--- config.mk ---
export PLATFORM = sky130hd
export DESIGN_NAME = mux_reg_n
export DESIGN_NICKNAME = d
export VERILOG_FILES = /design/src/rtl/mux_pkg.sv /design/src/rtl/mux_reg_n_sat_counter.sv /design/src/rtl/mux_reg_n.sv
export SDC_FILE = /design/constraint.sdc
export NUM_CORES = 1
export LEC_CHECK = 0
export BUFFER_PORTS_ARGS = -buffer_cell sky130_fd_sc_hd__buf_2
export CORE_AREA = 4 4 80 82
export DETAILED_ROUTE_END_ITERATION = 10
export DIE_AREA = 0 0 84 86
export PLACE_DENSITY = 0.81
export SYNTH_ARGS = -nofsm -noshare
export SYNTH_HDL_FRONTEND = slang
export SYNTH_HIERARCHICAL = 1
export SYNTH_SLANG_ARGS = --single-unit
--- constraint.sdc ---
create_clock -name clk -period 2.3 [get_ports clk]
set_input_delay 0.46 -clock clk [delete_from_list [all_inputs] [get_ports clk]]
set_output_delay 0.46 -clock clk [all_outputs]
set_load 0.02 [all_outputs]
--- src/rtl/mux_pkg.sv ---
`default_nettype none
// mux_pkg: shared defaults, select-legality helper and handshake state type for mux_reg_n.
// Rev 1.0
package mux_pkg;

  localparam int DEFAULT_WIDTH     = 32;
  localparam int DEFAULT_ERR_CNT_W = 8;

  typedef enum logic [0:0] {
    EMPTY = 1'b0,
    FULL  = 1'b1
  } hs_state_t;

  function automatic logic sel_legal(input int unsigned sel, input int unsigned num_in);
    return sel < num_in;
  endfunction

endpackage
`default_nettype wire

--- src/rtl/mux_reg_n_sat_counter.sv ---
`default_nettype none
// sat_counter: W-bit up-counter with increment enable and synchronous active-low clear; sticks at all-ones.
// Rev 1.0
module sat_counter
  import mux_pkg::*;
#(
  parameter int W = DEFAULT_ERR_CNT_W
) (
  input  logic         clk,
  input  logic         clr_n,
  input  logic         inc,
  output logic [W-1:0] count
);

  logic [W-1:0] count_q;

  always_ff @(posedge clk) begin
    if (!clr_n) begin
      count_q <= '0;
    end else if (inc && (count_q != {W{1'b1}})) begin
      count_q <= count_q + W'(1);
    end
  end

  assign count = count_q;

endmodule
`default_nettype wire

--- src/rtl/mux_reg_n.sv ---
`default_nettype none
// mux_reg_n: NUM_IN-way select into a single-entry valid/ready output register with illegal-select counting.
// Rev 1.0 -- optional out_sel trace port under MUX_REG_SEL_TRACE_EN.
module mux_reg_n
  import mux_pkg::*;
#(
  parameter  int NUM_IN    = 3,
  parameter  int WIDTH     = DEFAULT_WIDTH,
  parameter  int ERR_CNT_W = DEFAULT_ERR_CNT_W,
  localparam int SEL_W     = $clog2(NUM_IN)
) (
  input  logic                    clk,
  input  logic                    rst_n,
  input  logic [NUM_IN*WIDTH-1:0] in_data,
  input  logic [SEL_W-1:0]        in_sel,
  input  logic                    in_valid,
  output logic                    in_ready,
  output logic [WIDTH-1:0]        out_data,
  output logic                    out_valid,
  input  logic                    out_ready,
  output logic                    sel_err,
  output logic [ERR_CNT_W-1:0]    err_count
`ifdef MUX_REG_SEL_TRACE_EN
  ,
  output logic [SEL_W-1:0]        out_sel
`endif
);

  hs_state_t        state;
  hs_state_t        state_next;
  logic [WIDTH-1:0] data_q;
  logic [WIDTH-1:0] sel_data;
  logic             sel_err_q;
  logic             legal;
  logic             illegal;
  logic             accept;
  logic             drain;

  // Unmatched codes fall through to zero; they never reach the register anyway.
  always_comb begin
    sel_data = '0;
    for (int k = 0; k < NUM_IN; k++) begin
      if (in_sel == SEL_W'(k)) begin
        sel_data = in_data[k*WIDTH +: WIDTH];
      end
    end
  end

  assign legal    = sel_legal(32'(in_sel), NUM_IN);
  assign in_ready = (state == EMPTY) || out_ready;
  assign accept   = in_valid && in_ready && legal;
  assign illegal  = in_valid && !legal;
  assign drain    = (state == FULL) && out_ready;

  always_ff @(posedge clk) begin
    if (!rst_n) begin
      state <= EMPTY;
    end else begin
      state <= state_next;
    end
  end

  always_comb begin
    state_next = state;
    if (accept) begin
      state_next = FULL;
    end else if (drain) begin
      state_next = EMPTY;
    end
  end

  always_ff @(posedge clk) begin
    if (!rst_n) begin
      data_q    <= '0;
      sel_err_q <= 1'b0;
    end else begin
      sel_err_q <= illegal;
      if (accept) begin
        data_q <= sel_data;
      end
    end
  end

  sat_counter #(
    .W (ERR_CNT_W)
  ) u_err_cnt (
    .clk   (clk),
    .clr_n (rst_n),
    .inc   (illegal),
    .count (err_count)
  );

`ifdef MUX_REG_SEL_TRACE_EN
  logic [SEL_W-1:0] sel_q;

  always_ff @(posedge clk) begin
    if (!rst_n) begin
      sel_q <= '0;
    end else if (accept) begin
      sel_q <= in_sel;
    end
  end

  assign out_sel = sel_q;
`endif

  assign out_data  = data_q;
  assign out_valid = (state == FULL);
  assign sel_err   = sel_err_q;

endmodule
`default_nettype wire

======== Yosys cells after proc, flatten, opt, wreduce, memory -nomap -nowiden ========
Cells that the tools add are included.
word-level totals
  input bits .............................. 102
  bits in registers ....................... 42
operators by class
  mux-type cells .......................... 5
  bitwise gates (word level) .............. 1
  order comparisons ....................... 1
  eq/ne operators ......................... 3
  add/subtract/negate cells ............... 1
  reductions and logical operators ........ 9
operator list
  operator                                              count
  2-to-1 mux 32 bit                                     3
  adder 8 x 1 -> 8 bit (second input constant)          1
  inequality test 8 bit (second input constant)         1
  logical AND 1 bit                                     5
  equality test 2 x 1 -> 1 bit (second input constant)  1
  equality test 2 bit (second input constant)           1
  logical NOT 2 bit                                     1
  < comparator 2 bit (second input constant)            1
  2-to-1 mux 1 bit                                      2
  nonzero test 2 bit                                    1
  logical NOT 1 bit                                     1
  logical OR 1 bit                                      1
  NOT 1 bit                                             1

======== Depth between registers and ports, before layout ========
  depth after elaboration ................. 5
  mapped depth ............................ 6

======== Cells and area by module ========
Netlist, hierarchy kept.
modules (own cells, without submodules)
  module       area an instance (um^2)  cells an instance  sequential area each (um^2)  times used
  mux_reg_n    1966.9                   227                680.7                        1
  sat_counter  404.1                    47                 160.2                        1

======== Worst setup path before layout ========
No wires, ideal clock.
  path kind ............................... input port to flip-flop
  start point ............................. input in_sel[0]
  end point ............................... register u_err_cnt.count_q[6], in the netlist u_err_cnt/count[6]
  required time ........................... 2.185 ns
  setup time .............................. 0.115 ns
  path buffers ............................ 2
  data arrival time ....................... 1.652 ns
  stages on the path ...................... 6
  setup slack ............................. 0.532 ns
  cells stage by stage .................... buf_6 buf_12 and3_1 nand3_1 or4_1 and3_1
on the way
  longest elaborated chain between the ends .. 4
RTL lines
  item                    RTL line                     text
  start: declaration      mux_reg_n.sv:15              input logic [SEL_W-1:0] in_sel,
  < comparator 2 bit      mux_pkg.sv:15                return sel < num_in;
  logical NOT 1 bit       mux_reg_n.sv:52              assign illegal = in_valid && !legal;
  logical AND 1 bit       mux_reg_n.sv:52
  named net illegal       mux_reg_n.sv:35              logic illegal;
  logical AND 1 bit       mux_reg_n_sat_counter.sv:20  end else if (inc && (count_q != {W{1'b1}})) begin
  end signal: assignment  mux_reg_n_sat_counter.sv:21  count_q <= count_q + W'(1);
  end: declaration        mux_reg_n_sat_counter.sv:15  logic [W-1:0] count_q;
The timed path passes the listed nets, and every way through them passes these cells.
A chain may end at the register's enable or synchronous reset.

======== Worst setup path in the final report ========
  start point ............................. register u_err_cnt.count_q[0], in the netlist u_err_cnt/count[0]
  end point ............................... register u_err_cnt.count_q[6], in the netlist u_err_cnt/count[6]
on the way
  longest elaborated chain between the ends .. 2
  elaborated cells on any way between the ends .. 3
  those cells by class .................... add/sub (1); eq/ne (1); reduce/logical (1)
RTL lines
  item
  parallel branches: the longest is 2 deep, another holds adder 8 x 1 -> 8 bit
Parallel ways; which one is timed is not known.

==> metrics.md <==
| Metric | Value |
|---|---|
| Run status | `completed` |
| DRC Markers | `0` |
| RSZ-0062 raised after global routing | `no` |
| 1st-pass router iterations | `4` |
| Detail Route Antenna Nets | `0` |
| Register bit total from synthesis | `42` |
| Post-synthesis cell type count | `31` |
| Antenna violations before repair | `0` |
| Crit-path max FO | `6` |
| Ys Warns | `6` |
| Final worst path period need | `1490 ps` |
| GRT Overall Usage | `0.181` |
| Worst reg-to-reg path cell count | `4` |
| Largest area contributor in the synthesized netlist | `dfxtp_1` |
| Final Cycle Share | `0.649` |
| Post-synthesis sequential area ratio | `0.355` |
| Clk slew on worst S/H paths | `90 ps` |
| Fin. Hold Viols | `0` |
| Global placement routability congestion | `0.818` |
| NumNets Final | `510` |
| DR iter-0 viols | `95` |
| Area grow syn2layout | `34.0%` |
| Vias in the first global route | `roughly 2.4k` |
| Worst relative slew slack | `0.665` |
| Largest net degree at the start of global routing | `66` |
| Die X | `84 um` |
| Number of flops mapped to enable cells by yosys | `0` |
| Port Buffers | `~140` |
| Mapped Nets | `377` |
| PD cells | `545 nW/um2` |
| Routed Wire Length | `roughly 6600 um` |
| Worst EP arrival | `1690 ps` |
| First-pass GRT wire length | `11000 um` |
| Fin util | `0.553` |
| Vias | `around 2.5k` |
| Max VDD drop | `about 0.23 mV` |
| Clk sinks | `42` |
| Die Ht | `86 um` |
| FFs w/ async S/R, synth | `0` |
| CTS buffer count | `5` |
| Commonest cells post-synth | `42 x dfxtp_1, 40 x nand2_1, 34 x mux2i_1` |
| Placeable core area | `5750 um2` |
| Final setup viols | `0` |
| Synthesized area per cell | `8.65 um2` |
| Root Buffer | `clkbuf_8` |
| Layout cells sized above 1 | `0.409` |
| Total congestion overflow | `0` |
| Worst Hold Path Cells | `2` |
| Die ar. | `~7200 um2` |
| CTS tree | `yes` |
| Max Clock Freq | `0.670 GHz` |
| IO Pins | `145` |
| Synth Cell Area | `2370 um2` |
| Antenna Cells | `0` |
| Setup crit end kind | `flop` |
| Hold Buf Count CTS | `0` |
| Type of the worst setup path | `reg2reg` |
| Most frequent cell after synthesis | `dfxtp_1` |
| Hold Path Class | `reg2reg` |
| Post_cts resized | `0` |
| Routed vias/inst | `5.25` |
| Post-CTS setup buffers | `0` |
| Initial core utilization | `0.413` |
| Leakage | `0.00151 uW` |
| Main synth FF type | `dfxtp_1` |
| CP required | `2500 ps` |
| Filler Cell Count | `558` |
| TNS Setup | `0 ps` |
| Synthesized instance count | `274` |
| Row count | `28` |
| H-tree lvl count | `2` |
| Final Skew | `11.3 ps` |
| Detailed placement HPWL | `4880 um` |
| Clk buf depth | `2` |
| Worst Setup Start Kind | `flop` |
| Avg WL per Cell | `13.8 um` |
| Max capacitance violation total | `0` |
| Latest clock arrival within the worst-skew pair | `approximately 290 ps` |
| Synth area leaders | `dfxtp_1 35%, mux2i_1 14%, a32oi_1 12%` |
| Slew Limit Fails | `0` |
| Worst Max-Slew Pin Slew | `approximately 500 ps` |
| Share of the synthesized area in the top cell type | `0.355` |
[worst paths after layout]
kind,start,to,slack [ps]
min,out_data[22],out_data[22],450
min reg2reg,out_data[22],out_data[22],450
max reg2reg,u_err_cnt/count[0],u_err_cnt/count[6],810
max,u_err_cnt/count[0],u_err_cnt/count[6],810
[registers in the layout, summed over array words and instances, names as in the netlist]
register and flops:
out_data 32, out_valid 1, sel_err 1, u_err_cnt/count 8
[cell type report]
class,instances,area (um2),share of cell area
sequential,42,841,0.265
inverter,2,7.51,0.00236
timing repair buffer,152,781,0.246
multi-input combinational,204,1360,0.428
clock inverter,2,12.5,0.00394
clock buffer,6,82.6,0.0260
tap,75,93.8,0.0295
[cells in the final DEF, fill, tap and decap left out, types with 2 or more instances in the layout]
cell type	synthesis	routed
buf_2	8	144
dfxtp_1	42	42
nand2_1	40	40
mux2i_1	34	34
o21ai_0	33	33
a32oi_1	32	32
or2_0	20	20
buf_4	0	8
or2_1	7	7
clkbuf_8	0	6
or2_2	5	5
a21oi_1	5	5
and3_1	3	3
nand4_1	3	3
nor3_1	3	3
nand2b_1	2	2
and2_1	2	2
a21boi_0	2	2
inv_1	2	2
o21bai_1	2	2
nand3_1	2	2
a211oi_1	2	2
[metal layers]
layer | vias to the layer above | global-route usage | share of wire
li1 | 1269 | - | -
met1 | 1174 | 0.222 | 0.43
met2 | 91 | 0.308 | 0.48
met3 | 4 | 0.0586 | 0.078
met4 | 0 | 0.0453 | 0.0095
met5 | - | 0 | 0
[power by group]
part           internal (uW)  switching [uW]  leakage, uW
Clock                    242             256    0.0000472
Combinational            187             236      0.00112
Sequential               784            28.1     0.000346
Total                   1210             520      0.00151
[metrics by stage]
step,cell area [um2],worst slack [ps],power (uW),cells,hold WS [ps]
floorplan,2370,532,1080,274,524
global placement,3080,625,1240,475,430
detailed placement,3080,581,1250,475,438
CTS,3180,815,1750,483,440
global route,3180,713,1840,483,445
finish,3180,808,1730,483,445
[critical path, stage by stage (launching register included)]
cell and delay [ps]:
dfxtp_1 420, ha_1 260, nand3_1 130, or4_1 400, and3_1 180
[kinds of logic (layout without fill, tap and decap cells)]
logic type / after synthesis / count (layout) / share of synthesized area
AO/OA/AOI/OAI: 79 / 79 / 0.228
adder cells (fa/ha/maj): 1 / 1 / 0.00528
buffers and inverters: 28 / 162 / 0.0723
flip-flops: 42 / 42 / 0.355
multiplexers: 34 / 34 / 0.144
AND/OR/NAND/NOR: 90 / 90 / 0.196
Power figures use the tool's default switching activity.
